File: src/rtl/sega_pad_scanner.sv
// Two-port Sega pad scanner: drives the shared select line and decodes SMS, 3- and 6-button pads.
// Build option: define SEGA_SIX_BUTTON_EN to run the full 8-step sequence with 6-button detection.
module sega_pad_scanner #(
  parameter int STEP_DIV   = 128,
  parameter int IDLE_STEPS = 160
) (
  input  logic        clk_i,
  input  logic        res_n_i,
  input  logic        en_i,
  input  logic [5:0]  joy1_i,
  input  logic [5:0]  joy2_i,
  output logic        sel_o,
  output logic [11:0] joy1_o,
  output logic [11:0] joy2_o,
  output logic        six1_o,
  output logic        six2_o,
  output logic        frame_o
);

  // state | meaning
  // IDLE  | sel high for IDLE_STEPS steps so the pad's internal counter times out
  // SCAN  | r_step 0..LAST_STEP, sel high on even steps, pins sampled at each step end
  localparam logic [0:0] ST_IDLE = 1'b0;
  localparam logic [0:0] ST_SCAN = 1'b1;

  localparam logic [11:0] PRESC_LAST = 12'(STEP_DIV - 1);
  localparam logic [9:0]  IDLE_LAST  = 10'(IDLE_STEPS - 1);
`ifdef SEGA_SIX_BUTTON_EN
  localparam logic [2:0]  LAST_STEP  = 3'd7;
  localparam logic [11:0] JOY_MASK   = 12'hFFF;
  localparam logic        SIX_EN     = 1'b1;
`else
  localparam logic [2:0]  LAST_STEP  = 3'd1;
  localparam logic [11:0] JOY_MASK   = 12'h0FF;
  localparam logic        SIX_EN     = 1'b0;
`endif

  localparam int PIN_LEFT  = 2;
  localparam int PIN_RIGHT = 3;

  logic [1:0][5:0]  r_meta;
  logic [1:0][5:0]  r_pins;
  logic [11:0]      r_presc;
  logic [9:0]       r_idle_cnt;
  logic [0:0]       r_state;
  logic [2:0]       r_step;
  logic             r_sel;
  logic             r_done;
  logic [1:0][11:0] r_shadow;
  logic [1:0]       r_six_sh;
  logic [1:0][11:0] r_joy;
  logic [1:0]       r_six;
  logic             r_frame;

  logic             w_step_end;
  logic             w_sample;
  logic [0:0]       w_state_nxt;
  logic [2:0]       w_step_nxt;
  logic [9:0]       w_idle_nxt;
  logic             w_sel_nxt;

  always_ff @(posedge clk_i or negedge res_n_i) begin
    if (!res_n_i) begin
      r_meta <= '0;
      r_pins <= '0;
    end else begin
      r_meta <= {joy2_i, joy1_i};
      r_pins <= r_meta;
    end
  end

  assign w_step_end = (r_presc == PRESC_LAST);
  assign w_sample   = w_step_end && (r_state == ST_SCAN);

  always_ff @(posedge clk_i or negedge res_n_i) begin
    if (!res_n_i) begin
      r_presc <= '0;
    end else if (w_step_end) begin
      r_presc <= '0;
    end else begin
      r_presc <= r_presc + 12'd1;
    end
  end

  always_comb begin
    w_state_nxt = r_state;
    w_step_nxt  = r_step;
    w_idle_nxt  = r_idle_cnt;
    if (w_step_end) begin
      case (r_state)
        ST_IDLE: begin
          if (r_idle_cnt == IDLE_LAST) begin
            w_idle_nxt = '0;
            if (en_i) begin
              w_state_nxt = ST_SCAN;
              w_step_nxt  = '0;
            end
          end else begin
            w_idle_nxt = r_idle_cnt + 10'd1;
          end
        end
        default: begin
          if (r_step == LAST_STEP) begin
            w_state_nxt = ST_IDLE;
            w_step_nxt  = '0;
          end else begin
            w_step_nxt = r_step + 3'd1;
          end
        end
      endcase
    end
    w_sel_nxt = (w_state_nxt == ST_IDLE) || !w_step_nxt[0];
  end

  always_ff @(posedge clk_i or negedge res_n_i) begin
    if (!res_n_i) begin
      r_state    <= ST_IDLE;
      r_step     <= '0;
      r_idle_cnt <= '0;
      r_sel      <= 1'b1;
      r_done     <= 1'b0;
    end else begin
      r_state    <= w_state_nxt;
      r_step     <= w_step_nxt;
      r_idle_cnt <= w_idle_nxt;
      r_sel      <= w_sel_nxt;
      r_done     <= w_sample && (r_step == LAST_STEP);
    end
  end

  // Every shadow bit is rewritten each frame, so a removed pad reads released next frame.
  always_ff @(posedge clk_i or negedge res_n_i) begin
    if (!res_n_i) begin
      r_shadow <= '0;
      r_six_sh <= '0;
    end else if (w_sample) begin
      for (int p = 0; p < 2; p++) begin
        case (r_step)
          3'd0: r_shadow[p][5:0] <= ~r_pins[p];
          3'd1: r_shadow[p][7:6] <= (r_pins[p][PIN_LEFT] || r_pins[p][PIN_RIGHT]) ?
                                    2'b00 : ~r_pins[p][5:4];
`ifdef SEGA_SIX_BUTTON_EN
          3'd5: r_six_sh[p] <= (r_pins[p][3:0] == 4'b0000);
          3'd6: r_shadow[p][11:8] <= r_six_sh[p] ? ~r_pins[p][3:0] : 4'b0000;
`endif
          default: ;
        endcase
      end
    end
  end

  always_ff @(posedge clk_i or negedge res_n_i) begin
    if (!res_n_i) begin
      r_joy   <= '0;
      r_six   <= '0;
      r_frame <= 1'b0;
    end else begin
      r_frame <= r_done;
      if (r_done) begin
        r_joy[0] <= r_shadow[0] & JOY_MASK;
        r_joy[1] <= r_shadow[1] & JOY_MASK;
        r_six    <= r_six_sh & {2{SIX_EN}};
      end
    end
  end

  assign sel_o   = r_sel;
  assign joy1_o  = r_joy[0];
  assign joy2_o  = r_joy[1];
  assign six1_o  = r_six[0];
  assign six2_o  = r_six[1];
  assign frame_o = r_frame;

endmodule

File: config.mk
export PLATFORM = sky130hd
export DESIGN_NAME = sega_pad_scanner
export DESIGN_NICKNAME = d
export VERILOG_FILES = /design/src/rtl/sega_pad_scanner.sv
export SDC_FILE = /design/constraint.sdc
export NUM_CORES = 1
export LEC_CHECK = 0
export BUFFER_PORTS_ARGS = -buffer_cell sky130_fd_sc_hd__buf_2
export CAP_MARGIN = 20
export CORE_ASPECT_RATIO = 0.6
export CORE_UTILIZATION = 45
export DETAILED_ROUTE_END_ITERATION = 7
export GPL_TIMING_DRIVEN = 0
export MAX_ROUTING_LAYER = met4
export PLACE_DENSITY = 0.75
export SLEW_MARGIN = 20
export SYNTH_ARGS = -nofsm -noshare
export SYNTH_HDL_FRONTEND = slang
export SYNTH_SLANG_ARGS = --single-unit
File: constraint.sdc
create_clock -name clk_i -period 2.83 [get_ports clk_i]
set_clock_uncertainty 0.15 [all_clocks]
set_input_delay 0.1415 -clock clk_i [delete_from_list [all_inputs] [get_ports clk_i]]
set_output_delay 0.1415 -clock clk_i [all_outputs]
set_load 0.01 [all_outputs]
* Yosys cells after proc, flatten, opt, wreduce, memory -nomap -nowiden *
Index checks and enable logic that the tools add are counted.

storage, ports and cells
  bits in registers = 85
  input port bits = 15
  output and inout bits = 28

operators by class
  add/subtract/negate cells = 3
  eq/ne operators = 3
  multiplexer cells = 14
  bitwise gates (word level) = 6
  reductions and logical operators = 13

operators with widths
  operator                 count
  $add A12 B1 Y12 const B  1
  $eq A12 B7 Y1 const B    1
  $mux W12                 1
  $mux W3                  4
  $not A6 Y6               2
  $add A10 B1 Y10 const B  1
  $eq A10 B8 Y1 const B    1
  $mux W10                 1
  $mux W1                  6
  $reduce_and A2 Y1        3
  $mux W2                  2
  $not A2 Y2               2
  $reduce_bool A2 Y1       2
  $add A3 B1 Y3 const B    1
  $eq A3 B1 Y1 const B     1
  $logic_not A3 Y1         1
  $logic_or A1 B1 Y1       3
  $reduce_and A3 Y1        1
  $logic_and A1 B1 Y1      2
  $not A1 Y1               2
  $logic_not A1 Y1         1

* Depth between registers and ports, before layout *
  depth after elaboration = 6
  gate-level depth with buffers = 6

* Least setup slack after synthesis *
Ideal clock, no wire load.

  path type = flip-flop to flip-flop
  start point = register r_presc[0]
  end point = register r_shadow[18] in the netlist's numbering
  setup time = 0.125 ns
  data arrival time = 1.822 ns
  data required time = 2.555 ns
  path slack = 0.733 ns
  cell stages (with the launch flop) = 7
  path buffers = 1
  period minus slack after synthesis = 2.097 ns
  cells stage by stage = dfrtp_1 ha_1 and2_1 nand4_4 or4_4 buf_6 mux2_4

between the ends
  cells in the longest elaborated chain, start to end = 3

RTL lines
  item                                line  text
  from (decl)                         43    logic [11:0] r_presc;
  from (signal assigned)              81    r_presc <= r_presc + 12'd1;
  $eq A12 B7 Y1                       72    assign w_step_end = (r_presc == PRESC_LAST);
  $logic_and A1 B1 Y1                 73    assign w_sample = w_step_end && (r_state == ST_SCAN);
  $reduce_and A2 Y1 (no source line)  -
  to (signal, indexed assignment)     139   3'd0: r_shadow[p][5:0] <= ~r_pins[p];
  to (signal, indexed assignment)     140   3'd1: r_shadow[p][7:6] <= (r_pins[p][PIN_LEFT] || r_pins[p][PIN_RIGHT]) ?
  to (decl)                           49    logic [1:0][11:0] r_shadow;

Every way passes these cells.
A chain may end at the register's enable or synchronous reset.

* Final worst setup path *
  start point = register r_presc[0]
  end point = register r_shadow[17] in the netlist's numbering

Same word-level chain as after synthesis.

==> impl_metrics.tcl <==
set metrics [dict create \
    post_cts_resized 0 \
    drt-initial-drc-count 100 \
    port_buffers 32 \
    syn2layout_area_growth_pct 24.7 \
    num_rows 23 \
    grt_max_degree 63 \
    overflow 0 \
    dr.pass1.iters 7 \
    cts_buffers 9 \
    htree_levels 3 \
    setup_ws_ps 518 \
    synthTopCellsByArea "dfrtp_1 64%, mux2_2 5.5%, o21ai_0 4.8%" \
    critPathLaunchType "register" \
    critical_path_class "register to register" \
    cts.sinks 85 \
    status "finished, violations left" \
    ys_ff_latch 85 \
    drv_slew 0 \
    drive_above_1_share_pct 26.3 \
    rsz0062_at_grt "false" \
    worstSetupEndpointType "register" \
    dp_cells 380 \
    yosysSeqAreaShare_pct 65.2 \
    synth.cell_area_um2 3260 \
    fmax_mhz 432 \
    fin_nets 335 \
    arrival_ps 2410 \
    vias 2066 \
    grtUsageTotal_pct 17.6 \
    post-route-min-period_ps 2310 \
    netlist_top_cells_count "84 x dfrtp_1, 31 x o21ai_0, 16 x mux2_2" \
    gp_congestion 0.826 \
    worstPathMaxFanout 10 \
    drv_cap 0 \
    period_share_pct 81.7 \
    worst_pin_slew_ps 666 \
    grt_pass1_vias 2008 \
    antenna_found_initial 0 \
    stdcell_count 410 \
    die_height_um 68.0 \
    clk_latency_ps 340 \
    start_util_pct 47.6 \
    ios 43 \
    cts_buffer_depth 2 \
    setup_viol 0 \
    fp.dieW_um 112 \
    tritoncts "done" \
    netlist_instances 251 \
    synth_top_cell_by_area "dfrtp_1" \
    max_slew_margin_pct 55.6 \
    wire_per_inst_um 14.3 \
    hp-class "primary input to asynchronous set/reset pin" \
    ant_nets 0 \
    async_flop_share_pct 100 \
    via_per_inst 5.04 \
    failed_checks "design-rule violations" \
    core_area_um2 6850 \
    yosysWarnings 0 \
    grt_pass1_wl_um 9460 \
    synth_top_area_share_pct 64.4 \
    yosysMostFrequentCell "dfrtp_1" \
    worst-endpoint-required_ps 2930 \
    place_ws_ps 533 \
    drc 1 \
    dieArea_um2 7610 \
    fin_tns_setup_ps 0 \
    avgSynthCellArea_um2 13.0 \
    synth_edf_count 0 \
    power_density_nw_per_um2 635 \
    dominantRegCellSynth "dfrtp_1" \
    hold_viol 0 \
    power_leakage_nw 1.95 \
    max-vdd-ir-drop_uv 484 \
    clk_pin_slew_ps 60 \
    antenna_cells 0 \
    synthDistinctLibCells 38 \
    wl_um 5860 \
    cts_root_buffer "clkbuf_16" \
    dp.final_hpwl_um 4000 \
]
==> cell usage in the layout, fill, tap and decap left out, drive strengths merged, types with 2 or more instances in the layout <==
cell type and instances:
nand2 8, o21ai 31, and3 4, xor2 4, clkbuf 19, and4 5
o31ai 3, nor4 2, bufinv 2, nand4 6, dlygate4sd3 14, nor3 7
nor2 12, conb 10, inv 4, or4 2, buf 45, nand3 12
a21oi 2, ha 2, xnor2 11, dfrtp 84, and2 3, mux2 20
==> worst paths after layout <==
check / from / to / slack [ps] / cells past startpoint
max: r_presc[0] / r_shadow[17] / 520 / 6
min: res_n_i / r_idle_cnt[3] / 110 / 2
max reg2reg: r_presc[0] / r_shadow[17] / 520 / 6
min reg2reg: r_meta[5] / r_pins[5] / 200 / 0
max in group asynchronous: res_n_i / r_pins[4] / 1840 / 3
min in group clk_i: r_meta[5] / r_pins[5] / 200 / 0
==> critical path, cell delays in order (launching register included) <==
cell and delay (ps):
dfrtp_1 410, ha_1 260, and2_1 240, nand4_4 150, or4_1 540, clkbuf_1 250, o21ai_0 230
==> final cells by class <==
class	count	area, um^2
sequential	85	2130
inverter	3	11.3
multi-input combinational	152	1040
clock inverter	5	81.3
buffer	20	120
clock buffer	11	253
timing repair buffer	47	330
fill	546	2780
tap	87	109
==> flip-flops by register name, summed over array words and instances (netlist names) <==
name        flops
r_shadow       16
r_meta         12
r_pins         12
r_presc        12
r_idle_cnt     10
joy1_o          8
joy2_o          8
r_step          3
frame_o         1
r_done          1
r_state         1
sel_o           1
==> metal layers <==
layer | global-route usage, % | share of wire [%]
met2 | 24.5 | 43
met3 | 8.24 | 6.2
met4 | 7.00 | 1.5
met5 | - | 0
met1 | 22.2 | 50
==> kinds of logic (layout without fill, tap and decap cells) <==
family,count (synthesis),after routing,share of synthesized area (%)
fa+ha+maj,2,2,0.767
other cells,1,10,0.115
buf+inv,23,86,4.03
xor+xnor,15,15,4.03
flops,85,85,65.2
compound gates,41,41,7.06
mux,21,21,7.67
simple gates,63,63,11.1
==> metrics by stage <==
| step | power (mW) | hold WS (ps) | util, % | area, um^2 |
|---|---|---|---|---|
| after CTS | 2.62 | 111 | 59.4 | 4070 |
| after floorplan | 1.28 | -304 | - | 3300 |
| after global routing | 2.68 | 136 | 59.4 | 4070 |
| after global placement | 1.31 | 99.9 | 52.1 | 3570 |
| final | 2.58 | 108 | 59.4 | 4070 |
| after detailed placement | 1.32 | -79.2 | 52.5 | 3600 |
==> timing repair <==
| action | in CTS | in global routing |
|---|---|---|
| hold endpoints to repair | 98 | 0 |
| hold buffers | 14 | 0 |
| setup buffers | 0 | 0 |
==> report_power, final <==
group / leakage [nW] / switching [mW] / internal, mW / total [mW]
combinational: 0.693 / 0.0372 / 0.0334 / 0.0706
sequential: 1.10 / 0.00678 / 1.23 / 1.24
clock: 0.162 / 0.452 / 0.821 / 1.27
total: 1.95 / 0.496 / 2.09 / 2.58
(Power assumes the default switching activity.)
